[config.mk]
export PLATFORM = sky130hd
export DESIGN_NAME = adder4_arbiter
export DESIGN_NICKNAME = d
export VERILOG_FILES = /design/src/rtl/adder4_arb_pkg.sv /design/src/rtl/Adder4Bit.sv /design/src/rtl/rr_grant.sv /design/src/rtl/adder4_arbiter.sv
export SDC_FILE = /design/constraint.sdc
export NUM_CORES = 1
export LEC_CHECK = 0
export ABC_AREA = 1
export BUFFER_PORTS_ARGS = -buffer_cell sky130_fd_sc_hd__buf_2
export CAP_MARGIN = 20
export CORE_UTILIZATION = 30
export CTS_CLUSTER_SIZE = 14
export DETAILED_ROUTE_END_ITERATION = 12
export SLEW_MARGIN = 20
export SYNTH_ARGS = -nofsm -noshare
export SYNTH_HDL_FRONTEND = slang
export SYNTH_SLANG_ARGS = --single-unit
[constraint.sdc]
create_clock -name clock -period 11 [get_ports clock]
set_clock_uncertainty 0.15 [all_clocks]
set_input_delay 3.3 -clock clock [delete_from_list [all_inputs] [get_ports clock]]
set_output_delay 3.3 -clock clock [all_outputs]
set_load 0.03 [all_outputs]
[src/rtl/adder4_arb_pkg.sv]
// Shared types and constants for the round-robin arbiter in front of the shared 4-bit adder.
package adder4_arb_pkg;

  typedef enum logic {StEmpty, StFull} arb_state_e;

  localparam int unsigned DefNumReq = 4;
  localparam int unsigned DefWidth  = 4;

  function automatic int unsigned clog2(input int unsigned n);
    int unsigned r;
    r = 0;
    for (int unsigned i = 0; i < 32; i++) begin
      if ((32'd1 << i) < n) r = i + 1;
    end
    return r;
  endfunction

endpackage

[src/rtl/Adder4Bit.sv]
// Plain 4-bit ripple adder with carry-in/carry-out; the single shared datapath.
module Adder4Bit (
  input  logic [3:0] a,
  input  logic [3:0] b,
  input  logic       cin,
  output logic [3:0] sum,
  output logic       cout
);

  assign {cout, sum} = 5'(a) + 5'(b) + 5'(cin);

endmodule

[src/rtl/rr_grant.sv]
// Combinational round-robin picker: first set request at or after ptr, wrapping modulo N.
module rr_grant
  import adder4_arb_pkg::*;
#(
  parameter int unsigned N   = DefNumReq,
  parameter int unsigned IDW = clog2(DefNumReq)
) (
  input  logic [N-1:0]   req,
  input  logic [IDW-1:0] ptr,
  input  logic           en,
  output logic [N-1:0]   gnt,
  output logic [IDW-1:0] idx
);

  logic           found;
  logic [IDW-1:0] cand;

  always_comb begin
    gnt   = '0;
    idx   = '0;
    found = 1'b0;
    cand  = '0;
    for (int unsigned k = 0; k < N; k++) begin
      cand = IDW'((32'(ptr) + k) % N);
      if (en && !found && req[cand]) begin
        gnt[cand] = 1'b1;
        idx       = cand;
        found     = 1'b1;
      end
    end
  end

endmodule

[src/rtl/adder4_arbiter.sv]
// Shares one Adder4Bit between NUM_REQ requesters; one grant per cycle into a tagged,
// backpressured response register.
module adder4_arbiter
  import adder4_arb_pkg::*;
#(
  parameter int unsigned NUM_REQ = DefNumReq,
  parameter int unsigned WIDTH   = DefWidth,
  parameter int unsigned ID_W    = clog2(NUM_REQ)
) (
  input  logic                     clock,
  input  logic                     reset,
  input  logic [NUM_REQ-1:0]       req_valid,
  output logic [NUM_REQ-1:0]       req_ready,
  input  logic [NUM_REQ*WIDTH-1:0] req_a,
  input  logic [NUM_REQ*WIDTH-1:0] req_b,
  input  logic [NUM_REQ-1:0]       req_cin,
  output logic                     rsp_valid,
  input  logic                     rsp_ready,
  output logic [WIDTH-1:0]         rsp_sum,
  output logic                     rsp_cout,
  output logic [ID_W-1:0]          rsp_id
);

  arb_state_e       state_q;
  logic [ID_W-1:0]  rr_ptr_q;
  logic [WIDTH-1:0] sum_q;
  logic             cout_q;
  logic [ID_W-1:0]  id_q;

  logic             can_accept;
  logic             grant_en;
  logic             accept;
  logic [ID_W-1:0]  gnt_idx;
  logic [ID_W-1:0]  ptr_next;
  logic [WIDTH-1:0] op_a;
  logic [WIDTH-1:0] op_b;
  logic             op_cin;
  logic [WIDTH-1:0] add_sum;
  logic             add_cout;

  assign can_accept = (state_q == StEmpty) || rsp_ready;
  // Grants are suppressed during reset so nothing is handshaken away on a reset edge.
  assign grant_en   = can_accept && !reset;
  assign accept     = |req_ready;

  rr_grant #(
    .N   (NUM_REQ),
    .IDW (ID_W)
  ) u_rr_grant (
    .req (req_valid),
    .ptr (rr_ptr_q),
    .en  (grant_en),
    .gnt (req_ready),
    .idx (gnt_idx)
  );

  always_comb begin
    op_a   = '0;
    op_b   = '0;
    op_cin = 1'b0;
    for (int unsigned i = 0; i < NUM_REQ; i++) begin
      if (req_ready[i]) begin
        op_a   = req_a[i*WIDTH +: WIDTH];
        op_b   = req_b[i*WIDTH +: WIDTH];
        op_cin = req_cin[i];
      end
    end
  end

  Adder4Bit u_adder (
    .a    (op_a),
    .b    (op_b),
    .cin  (op_cin),
    .sum  (add_sum),
    .cout (add_cout)
  );

  assign ptr_next = (32'(gnt_idx) == NUM_REQ - 1) ? '0 : gnt_idx + ID_W'(1);

  always_ff @(posedge clock) begin
    if (reset) begin
      state_q  <= StEmpty;
      rr_ptr_q <= '0;
      sum_q    <= '0;
      cout_q   <= 1'b0;
      id_q     <= '0;
    end else begin
      if (accept) begin
        state_q  <= StFull;
        rr_ptr_q <= ptr_next;
        sum_q    <= add_sum;
        cout_q   <= add_cout;
        id_q     <= gnt_idx;
      end else if (state_q == StFull && rsp_ready) begin
        state_q <= StEmpty;
      end
    end
  end

  assign rsp_valid = (state_q == StFull);
  assign rsp_sum   = sum_q;
  assign rsp_cout  = cout_q;
  assign rsp_id    = id_q;

endmodule

Yosys cells after proc, flatten, opt, wreduce, memory -nomap -nowiden:

Cells that the tools add are included.

* add/subtract/negate cells: 6
* multiply operators: 0
* div/mod/pow operators: 0
* order comparisons: 8
* equality and inequality tests: 1
* shift operators: 0
* multiplexer cells: 42
* bitwise operators: 4
* reductions and logical operators: 20

Operators by type and width (number)
* 4-bit 2-to-1 mux: 12
* 1-bit 2-to-1 mux: 17
* 1-bit logical AND: 13
* 2-bit by 3-bit less-than comparator with 1-bit output, second input constant: 4
* 4-bit OR: 3
* 2-bit 2-to-1 mux: 5
* 1-bit binary-select mux with 2-bit select: 4
* 1-bit demux with 2-bit select: 4
* 2-bit by 1-bit greater-or-equal comparator with 1-bit output, second input constant: 4
* 4-bit by 4-bit adder with 5-bit output: 1
* 5-bit by 1-bit adder with 5-bit output: 1
* 2-bit by 1-bit adder with 2-bit output, second input constant: 2
* 2-bit adder, second input constant: 2
* 1-bit logical NOT: 4
* 4-bit OR reduction: 1
* 2-bit equality test, second input constant: 1
* 2-bit nonzero test: 1
* 1-bit logical OR: 1
* 1-bit inverter: 1

* register bits: 10
* latch bits: 0
* bits in writable memories: 0
* bits in read-only memories: 0
* input bits: 43
* output and inout bits: 12
* word-level logic and storage cells: 86
* memories: 0

Logic depth before layout (Yosys ltp):

Gate-level depths: netlist of the first run.

* depth after elaboration: 23
* depth in mapped cells: 23
* gate-level depth less buffers: 21

By module:

A second synthesis of the first run with hierarchy kept.

* cell total of the unflattened synthesis: 233
* area, all modules: 1440.1 um^2

By module, submodules not included
* adder4_arbiter: times used 1, cells an instance 127, area an instance 782.0 um^2, sequential area each 200.2 um^2
* rr_grant: times used 1, cells an instance 81, area an instance 493.0 um^2, sequential area each 0.0 um^2
* Adder4Bit: times used 1, cells an instance 25, area an instance 165.2 um^2, sequential area each 0.0 um^2

Worst setup path before layout of the first run:

No wires, ideal clock.

* path type: input port to output port
* start point: input port reset
* end point: output port req_ready[3]
* arrival: 4399 ps
* required time: 7550 ps
* setup slack: 3151 ps
* stages on the path: 10
* buffers on the path: 3
* cells stage by stage: buf_2 > a21oi_4 > inv_1 > nor2_2 > nand2_1 > nand2_1 > inv_1 > nand3_2 > buf_4 > buf_6

* cells in the longest elaborated chain, start to end: 16
* elaborated cells on any way between the ends: 22
* classes of those cells: mux (7); bitwise (3); reduce/logical (12)

Ends and longest elaborated chain
* start: declaration: RTL line adder4_arbiter.sv:11 `input logic reset,`
* 1-bit logical NOT (*): RTL line adder4_arbiter.sv:43 `assign grant_en = can_accept && !reset;`
* 1-bit logical AND (*): RTL line adder4_arbiter.sv:43
* 1-bit logical AND: RTL line rr_grant.sv:25 `if (en && !found && req[cand]) begin`
* 1-bit 2-to-1 mux: RTL line rr_grant.sv:25
* 1-bit logical NOT: RTL line rr_grant.sv:25
* 1-bit logical AND (2 in a row): RTL line rr_grant.sv:25
* 1-bit 2-to-1 mux: RTL line rr_grant.sv:25
* 1-bit logical NOT: RTL line rr_grant.sv:25
* 1-bit logical AND (2 in a row): RTL line rr_grant.sv:25
* 1-bit 2-to-1 mux: RTL line rr_grant.sv:25
* 1-bit logical NOT: RTL line rr_grant.sv:25
* 1-bit logical AND (2 in a row): RTL line rr_grant.sv:25
* 4-bit 2-to-1 mux (*): RTL line rr_grant.sv:25
* end: declaration: RTL line adder4_arbiter.sv:13 `output logic [NUM_REQ-1:0] req_ready,`

Every way passes the cells marked *; elsewhere a longest branch is shown, timed or not.

Final worst setup path of the first run:

* start point: input port req_valid[3]
* end point: output port req_ready[2]

* cells in the longest elaborated chain, start to end: 16
* elaborated cells on any way between the ends: 28
* classes of those cells: mux (15); bitwise (3); reduce/logical (10)

Ends and longest elaborated chain
* start: declaration: RTL line adder4_arbiter.sv:12 `input logic [NUM_REQ-1:0] req_valid,`
* 1-bit binary-select mux with 2-bit select: RTL line rr_grant.sv:25
* 1-bit 2-to-1 mux (implied by the code): RTL line rr_grant.sv:25
* 1-bit logical AND: RTL line rr_grant.sv:25
* 1-bit 2-to-1 mux: RTL line rr_grant.sv:25
* 1-bit logical NOT: RTL line rr_grant.sv:25
* 1-bit logical AND (2 in a row): RTL line rr_grant.sv:25
* 1-bit 2-to-1 mux: RTL line rr_grant.sv:25
* 1-bit logical NOT: RTL line rr_grant.sv:25
* 1-bit logical AND (2 in a row): RTL line rr_grant.sv:25
* 1-bit 2-to-1 mux: RTL line rr_grant.sv:25
* 1-bit logical NOT: RTL line rr_grant.sv:25
* 1-bit logical AND (2 in a row): RTL line rr_grant.sv:25
* 4-bit 2-to-1 mux (*): RTL line rr_grant.sv:25

Every way passes the cells marked *; elsewhere a longest branch is shown, timed or not. The select of a mux whose other input is x is not followed.

==> results.json, run 1 <==
{
  "synth_compound_area_frac": 0.149,
  "status": "finished clean",
  "synth-xor-area-share": 0.0117,
  "diodes": 0,
  "p_clk_frac": 0.103,
  "seq_area_frac_synth": 0.134,
  "critical_path.max_fanout": 20,
  "grt_pass1_wl_mm": 6.12,
  "cp.required_ps": 7550,
  "syn_inst": 243,
  "area.growth.synth_to_final_pct": 21.5,
  "cts_hold_buf": 0,
  "numCtsBuffers": 3,
  "fp.coreArea_um2": 4750,
  "wl_per_cell_um": 10.4,
  "ios": 55,
  "die_width_um": 72.6,
  "synthMuxAreaShare": 0,
  "grt_usage": 0.143,
  "min_path_type": "flip-flop to flip-flop",
  "die_height_um": 72.6,
  "multi_input_area_um2": 1070,
  "hold_violations": 0,
  "rows": 25,
  "synth_top_family_by_area": "simple AND/OR/NAND/NOR gates",
  "synth.distinct_cells": 28,
  "gp_congestion": 0.817,
  "final_common_cell": "nand2_1",
  "regToRegEndpoint": "rsp_cout",
  "fmax_ghz": 0.121,
  "ctsResizeCount": 0,
  "hold_depth": 2,
  "grt_max_degree": 21,
  "cts_setup_buffers": 0,
  "cts_tree": "built",
  "seq_power_share": 0.135,
  "root_buffer": "clkbuf_8",
  "dp_hpwl_mm": 2.94,
  "synthSimpleGateAreaFrac": 0.464,
  "drtIter0Drc": 95,
  "nets": 346,
  "pre_cts_slack_ps": 2780,
  "syn_avg_cell_area_um2": 6.16,
  "switching_power_uw": 252,
  "cts_sinks": 10,
  "num_vias": 1627,
  "drt.antenna.violating_nets": 0,
  "drv_slew": 0,
  "end_kind": "output pin",
  "p_int_uw": 195,
  "ir_drop_mv": 0.0870,
  "synth_fa_ha_area_frac": 0.0936,
  "startpoint_type": "primary input",
  "swShare": 0.564,
  "final_cell_mix": "nand2_1, buf_2, inv_1",
  "syn_area_um2": 1500,
  "drive_above_1_share": 0.295,
  "period_share": 0.748,
  "ys_warn_count": 0,
  "viasPerCell": 4.53,
  "synth_nets": 296,
  "die_area_um2": 5270,
  "p_per_area_nw_per_um2": 246,
  "worst-setup-path-type": "primary input to output pin",
  "p_comb_frac": 0.763,
  "yosys_register_bits": 10,
  "cts_buffer_depth": 2,
  "antenna_found_initial": 0,
  "clk_pin_slew_worst_paths_ps": 50,
  "r2r_cells": 18,
  "period_needed_ps": 8230,
  "maxSlewHeadroom": 0.722,
  "tightest_slew_ps": 417,
  "n_fill_cell": 529,
  "rsz0062_at_grt": "no",
  "grt.overflow.total": 0,
  "port_buffers": 54,
  "seqCellArea_um2": 200,
  "cts_htree_levels": 1,
  "leakage_uw": 0.00102,
  "clk_latency_ps": 240,
  "setup_slack_ps": 2770,
  "drc_errors": 0,
  "reg2reg_slack_ps": 7140,
  "cp.arrival_ps": 4780,
  "critical_path.endpoint": "req_ready[2]",
  "first_global_vias": 1455,
  "critPathLaunch": "req_valid[3]",
  "drv_cap": 0,
  "fin_setup_tns_ps": 0,
  "setup_viol": 0,
  "start_util": 0.315,
  "routed_wirelength_mm": 3.74,
  "min-delay-start": "rsp_id[0]",
  "dr.pass1.iters": 4
}
[state kept, by name (all words and copies together) (netlist names), named ones only]
register and count:
rsp_cout 1, rsp_valid 1, rsp_id 2, rsp_sum 4
rr_ptr_q 1
[power by group through the flow]
stage | clock (µW) | sequential, µW | combinational, µW
2_1_floorplan | 0 | 73.9 | 276
3_3_place_gp | 0 | 60.7 | 341
3_5_place_dp | 0 | 61.0 | 341
4_1_cts | 47.2 | 60.3 | 343
5_1_grt | 50.1 | 61.6 | 385
6_report | 45.9 | 60.2 | 341
[synthesized netlist by cell type]
master | n | share of area
nand3_1 | 25 | 0.084
dfxtp_1 | 10 | 0.13
nor2_1 | 9 | 0.023
xor2_1 | 1 | 0.0059
o21ai_0 | 4 | 0.013
inv_2 | 4 | 0.010
inv_4 | 1 | 0.0042
nand2_1 | 77 | 0.19
buf_6 | 6 | 0.045
nand3_2 | 6 | 0.040
xnor2_1 | 1 | 0.0059
inv_1 | 29 | 0.073
nor2_4 | 2 | 0.015
a21oi_4 | 1 | 0.011
clkinv_1 | 1 | 0.0025
nand2_2 | 5 | 0.021
a21oi_1 | 28 | 0.094
nand3_4 | 1 | 0.012
ha_1 | 8 | 0.067
nand4_1 | 6 | 0.025
nand2_4 | 4 | 0.030
nor2_2 | 2 | 0.0084
nor2_8 | 1 | 0.013
fa_1 | 2 | 0.027
buf_4 | 2 | 0.010
o21ai_2 | 1 | 0.0059
buf_2 | 1 | 0.0033
a21boi_1 | 5 | 0.025
[cell families (layout without fill, tap and decap cells)]
kind of cell / Yosys count / after routing
buffers and inverters: 44 / 93
xor gates and xnor gates: 2 / 2
adders and majority gates: 10 / 10
AOI/OAI and AO/OA: 39 / 39
DFF: 10 / 10
and+or+nand+nor: 138 / 138
[worst min-delay path by stage]
| stage | to |
|---|---|
| floorplan | rr_ptr_q[1] |
| global placement | rsp_id[1] |
| detailed placement | rsp_id[1] |
| CTS | rsp_sum[1] |
| global route | rsp_id[1] |
| finish | rsp_id[0] |
[per-layer routing]
metal | global-route usage | part of all wire | vias to the layer above
met5 | 0 | 0 | -
met4 | 0.0174 | 0 | 0
met3 | 0.0249 | 0.054 | 0
met2 | 0.242 | 0.46 | 58
met1 | 0.196 | 0.49 | 692
li1 | - | - | 877
[stage by stage]
step / util / hold WS (ps) / cells / total power [µW] / instance area, µm²
finish: 0.382 / 337 / 359 / 447 / 1820
global route: 0.382 / 358 / 359 / 496 / 1820
CTS: 0.382 / 338 / 359 / 450 / 1820
detailed placement: 0.371 / 327 / 355 / 402 / 1760
global placement: 0.371 / 327 / 355 / 402 / 1760
floorplan: - / 418 / 243 / 350 / 1500
[cell type report]
| type | count | share of cell area |
|---|---|---|
| repair buffers | 54 | 0.149 |
| well taps | 67 | 0.0461 |
| clock buffers | 4 | 0.0303 |
| flip-flops and latches | 10 | 0.110 |
| multi-input cells | 189 | 0.591 |
| inverters | 35 | 0.0736 |
[critical path, cell delays in order]
cell	delay, ps
buf_2	110
nand2_1	90
nand2_1	100
nand2_2	80
nand2_2	110
nor2_2	250
nand3_1	140
nand3_2	320
buf_2	280
(Power assumes the default switching activity.)
==> run 2, diff against run 1 <==
- ABC_AREA: 1 -> 0
- clock period: 11 -> 7.7 ns (I/O delays scaled with it)
==> run 2 against run 1 <==
Against the previous run: clock power grew 16%; largest power group unchanged; synthesized cell count decreased by 36%; cell count down 30%; synthesized area fell by 10%; non-clock buffer count rose by 2; critical endpoint is now req_ready[1]; design area decreased by 8.6%.
==> results.json, run 2 <==
{
  "ys.flop_type": "dfxtp_1",
  "area.growth.synth_to_final_pct": 23.4,
  "worst-setup-path-type": "primary input to output pin",
  "cts_setup_buffers": 0,
  "syn_avg_cell_area_um2": 8.69,
  "root_buffer": "clkbuf_8",
  "p_per_area_nw_per_um2": 454,
  "largest_reg_flops": 4,
  "startpoint_type": "primary input",
  "dr.pass1.iters": 4,
  "first_global_vias": 1198,
  "final_cell_mix": "buf_2, nand2_1, a21oi_1, a221o_1, dfxtp_1",
  "min_path_type": "flip-flop to flip-flop",
  "ctsResizeCount": 0,
  "syn_inst": 155,
  "cts_sinks": 10,
  "num_vias": 1411,
  "status": "finished clean",
  "routed_wirelength_mm": 3.64,
  "cts_tree": "built",
  "drv_slew": 0,
  "synth_area_leaders": "dfxtp_1, a221o_1, ha_1, mux2i_1, o221a_2",
  "antenna_found_initial": 0,
  "rsz0062_at_grt": "no",
  "critical_path.max_fanout": 12,
  "regToRegEndpoint": "rsp_sum[1]",
  "fmax_ghz": 0.151,
  "grt_usage": 0.154,
  "synth_top_area_frac": 0.149,
  "grt_max_degree": 16,
  "fin_util": 0.401,
  "gp_congestion": 0.849,
  "period_share": 0.863,
  "setup_viol": 0,
  "leakage_uw": 0.000767,
  "ys_top_cells_by_count": "nand2_1, a21oi_1, a221o_1, dfxtp_1, mux2i_1",
  "diodes": 0,
  "port_buffers": 54,
  "hold_violations": 0,
  "nets": 255,
  "r2r_cells": 13,
  "synth.distinct_cells": 40,
  "tightest_slew_ps": 654,
  "power_uw": 755,
  "fin_setup_tns_ps": 0,
  "cts_buffer_depth": 2,
  "die_area_um2": 4760,
  "ys_warn_count": 0,
  "yosys.cell_count.top_type": "nand2_1",
  "min_delay_worst_endpoint": "rsp_sum[1]",
  "synth_nets": 208,
  "drive_above_1_share": 0.360,
  "ir_drop_mv": 0.141,
  "numCtsBuffers": 3,
  "reg2reg_slack_ps": 2840,
  "synth_largest_area_cell": "dfxtp_1",
  "die_width_um": 69.0,
  "cts_hold_buf": 0,
  "synth_edf_count": 0,
  "syn_area_um2": 1350,
  "n_fill_cell": 440,
  "grt_pass1_wl_mm": 5.55,
  "drc_errors": 0,
  "drv_cap": 0,
  "pre_cts_slack_ps": 1070,
  "end_kind": "output pin",
  "drt.antenna.violating_nets": 0,
  "wl_per_cell_um": 14.5,
  "min-delay-start": "rsp_sum[1]",
  "start_util": 0.325,
  "seq_area_frac_synth": 0.149,
  "maxSlewHeadroom": 0.564,
  "setup_slack_ps": 1060,
  "viasPerCell": 5.64,
  "fp.coreArea_um2": 4140,
  "drtIter0Drc": 96,
  "clk_pin_slew_worst_paths_ps": 40,
  "cp.required_ps": 5240,
  "grt.overflow.total": 0,
  "clk_latency_ps": 240,
  "rows": 23,
  "final_common_cell": "buf_2",
  "cp.arrival_ps": 4180,
  "ios": 55,
  "async_reset_ff_frac": 0,
  "cts_htree_levels": 1,
  "die_height_um": 69.0,
  "dp_hpwl_mm": 2.92,
  "hold_depth": 2,
  "yosys_register_bits": 10,
  "period_needed_ps": 6640
}
==> run 2: cell types whose count changed after synthesis, moves of 7 or more <==
cell,before,now
nand2_1,77,11
a221o_1,0,10
a21oi_1,28,10
inv_1,29,7
nand3_1,25,5
mux2i_1,0,9
o221a_2,0,7
o221ai_1,0,7
==> run 2: how the worst max path moves through the flow <==
stage	startpoint	end	slack, ps	cells after the start
2_1_floorplan	req_valid[2]	req_ready[3]	1230	6
3_3_place_gp	req_valid[1]	req_ready[1]	1110	6
3_5_place_dp	req_valid[1]	req_ready[1]	1070	6
4_1_cts	req_valid[1]	req_ready[1]	1070	6
5_1_grt	req_valid[1]	req_ready[1]	970	6
6_report	req_valid[1]	req_ready[1]	1060	6
==> run 2: cell type report <==
class | count | area [µm²] | share of cell area
repair buffers | 56 | 285 | 0.172
inverters | 7 | 26.3 | 0.0158
multi-input cells | 124 | 1050 | 0.630
well taps | 50 | 62.6 | 0.0377
clock buffers | 3 | 41.3 | 0.0248
flip-flops and latches | 10 | 200 | 0.120
==> run 2: logic make-up after synthesis <==
logic type                 Yosys count  synth area share
AOI/OAI and AO/OA                   58             0.362
adders and majority gates           10             0.104
buffers and inverters               21            0.0744
xor gates and xnor gates             3            0.0195
DFF                                 10             0.149
and+or+nand+nor                     40             0.154
muxes                               13             0.137
==> run 2: where the power goes <==
| group | total, µW | switching (µW) | leakage (µW) | internal [µW] |
|---|---|---|---|---|
| logic | 602 | 325 | 0.000663 | 277 |
| registers | 99.5 | 25.8 | 0.0000820 | 73.6 |
| clock network | 53.4 | 19.3 | 0.0000216 | 34.1 |
==> run 2: metal layers <==
metal / GRT usage / vias to the layer above / part of all wire / wire length, µm
li1: - / 700 / - / -
met1: 0.225 / 670 / 0.47 / 1730
met2: 0.222 / 36 / 0.47 / 1700
met3: 0.0181 / 5 / 0.041 / 148
met4: 0.0714 / 0 / 0.016 / 59
met5: 0 / - / 0 / 0
==> run 2: worst max-delay path, cell delays in order <==
cell,delay [ps]
buf_2,130
mux4_2,590
and2b_1,340
a22o_1,230
a21o_1,310
buf_2,260
==> run 2: through the flow <==
stage | cells | hold slack [ps] | cell area, µm²
after floorplan | 155 | 432 | 1350
after global placement | 247 | 296 | 1620
after detailed placement | 247 | 297 | 1620
after CTS | 250 | 303 | 1660
after global routing | 250 | 323 | 1660
final | 250 | 301 | 1660
==> run 3, diff against run 2 <==
--- a/constraint.sdc
+++ b/constraint.sdc
@@ -3,3 +3,3 @@
 set_input_delay 2.31 -clock clock [delete_from_list [all_inputs] [get_ports clock]]
 set_output_delay 2.31 -clock clock [all_outputs]
-set_load 0.03 [all_outputs]
+set_load 0.1 [all_outputs]
==> run 3 against run 2 <==
Against the previous run: maximum frequency decreased by 3.2%; clock-buffer cell count is 1 higher; cell count is 0.40% higher; power up 18%; critical path depth is the same; first-iteration DRC count fell by 44%; design area up 0.83%; die area stayed put; critical endpoint unchanged; largest cell class unchanged; largest power group unchanged.
==> results.json, run 3 (synthesized netlist as in run 2, its figures left out) <==
{
  "cts_tree": "built",
  "period_share": 0.891,
  "worst-setup-path-type": "primary input to output pin",
  "clk_latency_ps": 240,
  "hold_violations": 0,
  "root_buffer": "clkbuf_8",
  "period_needed_ps": 6860,
  "start_util": 0.325,
  "clk_pin_slew_worst_paths_ps": 50,
  "startpoint_type": "primary input",
  "grt_pass1_wl_mm": 5.43,
  "tightest_slew_ps": 686,
  "grt_usage": 0.148,
  "swShare": 0.557,
  "status": "finished clean",
  "die_height_um": 69.0,
  "hold_depth": 2,
  "maxSlewHeadroom": 0.543,
  "fin_setup_tns_ps": 0,
  "ios": 55,
  "numCtsBuffers": 3,
  "drv_slew": 0,
  "dp_cells": 247,
  "drv_cap": 0,
  "viasPerCell": 5.54,
  "seq_power_share": 0.112,
  "crit_top_cell": "buf_2",
  "finalNonFillerCells": 251,
  "p_comb_frac": 0.813,
  "cp.required_ps": 5240,
  "cts_hold_buf": 0,
  "antenna_found_initial": 0,
  "cp.arrival_ps": 4400,
  "max_stage_delay_ps": 600,
  "setup_viol": 0,
  "wl_per_cell_um": 14.4,
  "top_layer": "met4",
  "die_width_um": 69.0,
  "drive_above_1_share": 0.363,
  "whs_ps": 302,
  "largest_reg_flops": 4,
  "fmax_ghz": 0.146,
  "cts_setup_buffers": 0,
  "area.growth.synth_to_final_pct": 24.4,
  "rsz0062_at_grt": "no",
  "rows": 23,
  "fp.coreArea_um2": 4140,
  "diodes": 0,
  "final_cell_mix": "buf_2, nand2_1, a21oi_1, a221o_1, dfxtp_1",
  "cp_cell_sequence": "buf_2 > mux4_2 > and2b_1 > a22o_1 > a21o_1 > buf_2",
  "p_clk_frac": 0.074,
  "nets": 255,
  "final_area_um2": 1680,
  "cpMaxStageDelayCell": "mux4_2",
  "wl_met3_um": 157,
  "cts_buffer_depth": 2,
  "cts_htree_levels": 1,
  "ir_drop_mv": 0.179,
  "cts_sinks": 10,
  "min_path_type": "flip-flop to flip-flop",
  "die_area_um2": 4760,
  "n_fill_cell": 441,
  "critical_path.max_fanout": 12,
  "routed-wl-met2_mm": 1.69,
  "ctsResizeCount": 0,
  "p_int_uw": 395,
  "grt_max_degree": 16,
  "wirelength_met1_mm": 1.72,
  "switching_power_uw": 497,
  "drtIter0Drc": 54,
  "routed_wirelength_mm": 3.62,
  "r2r_cells": 15,
  "grt.overflow.total": 0,
  "first_global_vias": 1173,
  "final_common_cell": "buf_2",
  "leakage_uw": 0.000774,
  "p_per_area_nw_per_um2": 532,
  "dr.pass1.iters": 4,
  "drt.antenna.violating_nets": 0,
  "drc_errors": 0,
  "end_kind": "output pin",
  "dp_hpwl_mm": 2.85,
  "gp_congestion": 0.892,
  "num_vias": 1390,
  "placed_area_um2": 1620,
  "port_buffers": 54
}
==> run 3: area by class of cell <==
cell class / instances / area [µm²] / area share
multi-input combinational: 124 / 1050 / 0.624
sequential: 10 / 200 / 0.119
inverter: 7 / 26.3 / 0.0157
tap: 50 / 62.6 / 0.0373
clock buffer: 4 / 55.1 / 0.0329
timing repair buffer: 56 / 285 / 0.170
==> run 3: path summary, 6_finish.rpt <==
kind,from,endpoint,slack (ps)
worst max-delay path,req_valid[1],req_ready[1],840
worst min-delay path,rsp_sum[1],rsp_sum[1],300
worst max register to register,flip-flop,rsp_cout,2820
worst min register to register,rsp_sum[1],rsp_sum[1],300
==> run 3: through the flow <==
step            util  power (µW)  setup slack [ps]
4_1_cts        0.404         895               848
5_1_grt        0.404         969               742
6_report       0.404         892               836
3_3_place_gp   0.391         829               864
3_5_place_dp   0.391         826               846
2_1_floorplan      -         717               993
==> run 3: worst max-delay path: cells and delay by family <==
family / cells / cell delay, ps
buffers and inverters: 2 / 620
muxes: 1 / 600
AOI/OAI and AO/OA: 2 / 530
and+or+nand+nor: 1 / 330
==> run 3: power groups by stage <==
stage	registers, µW	clock network (µW)	logic (µW)
after global routing	106	72.2	791
after global placement	101	0	728
after floorplan	201	0	516
after detailed placement	101	0	725
after CTS	100	68.9	726
final	100	66.1	725
==> run 3: per-layer routing <==
metal,GRT usage,vias up
met1,0.221,650
met5,0,-
li1,-,704
met2,0.218,31
met3,0.0115,5
met4,0.0536,0
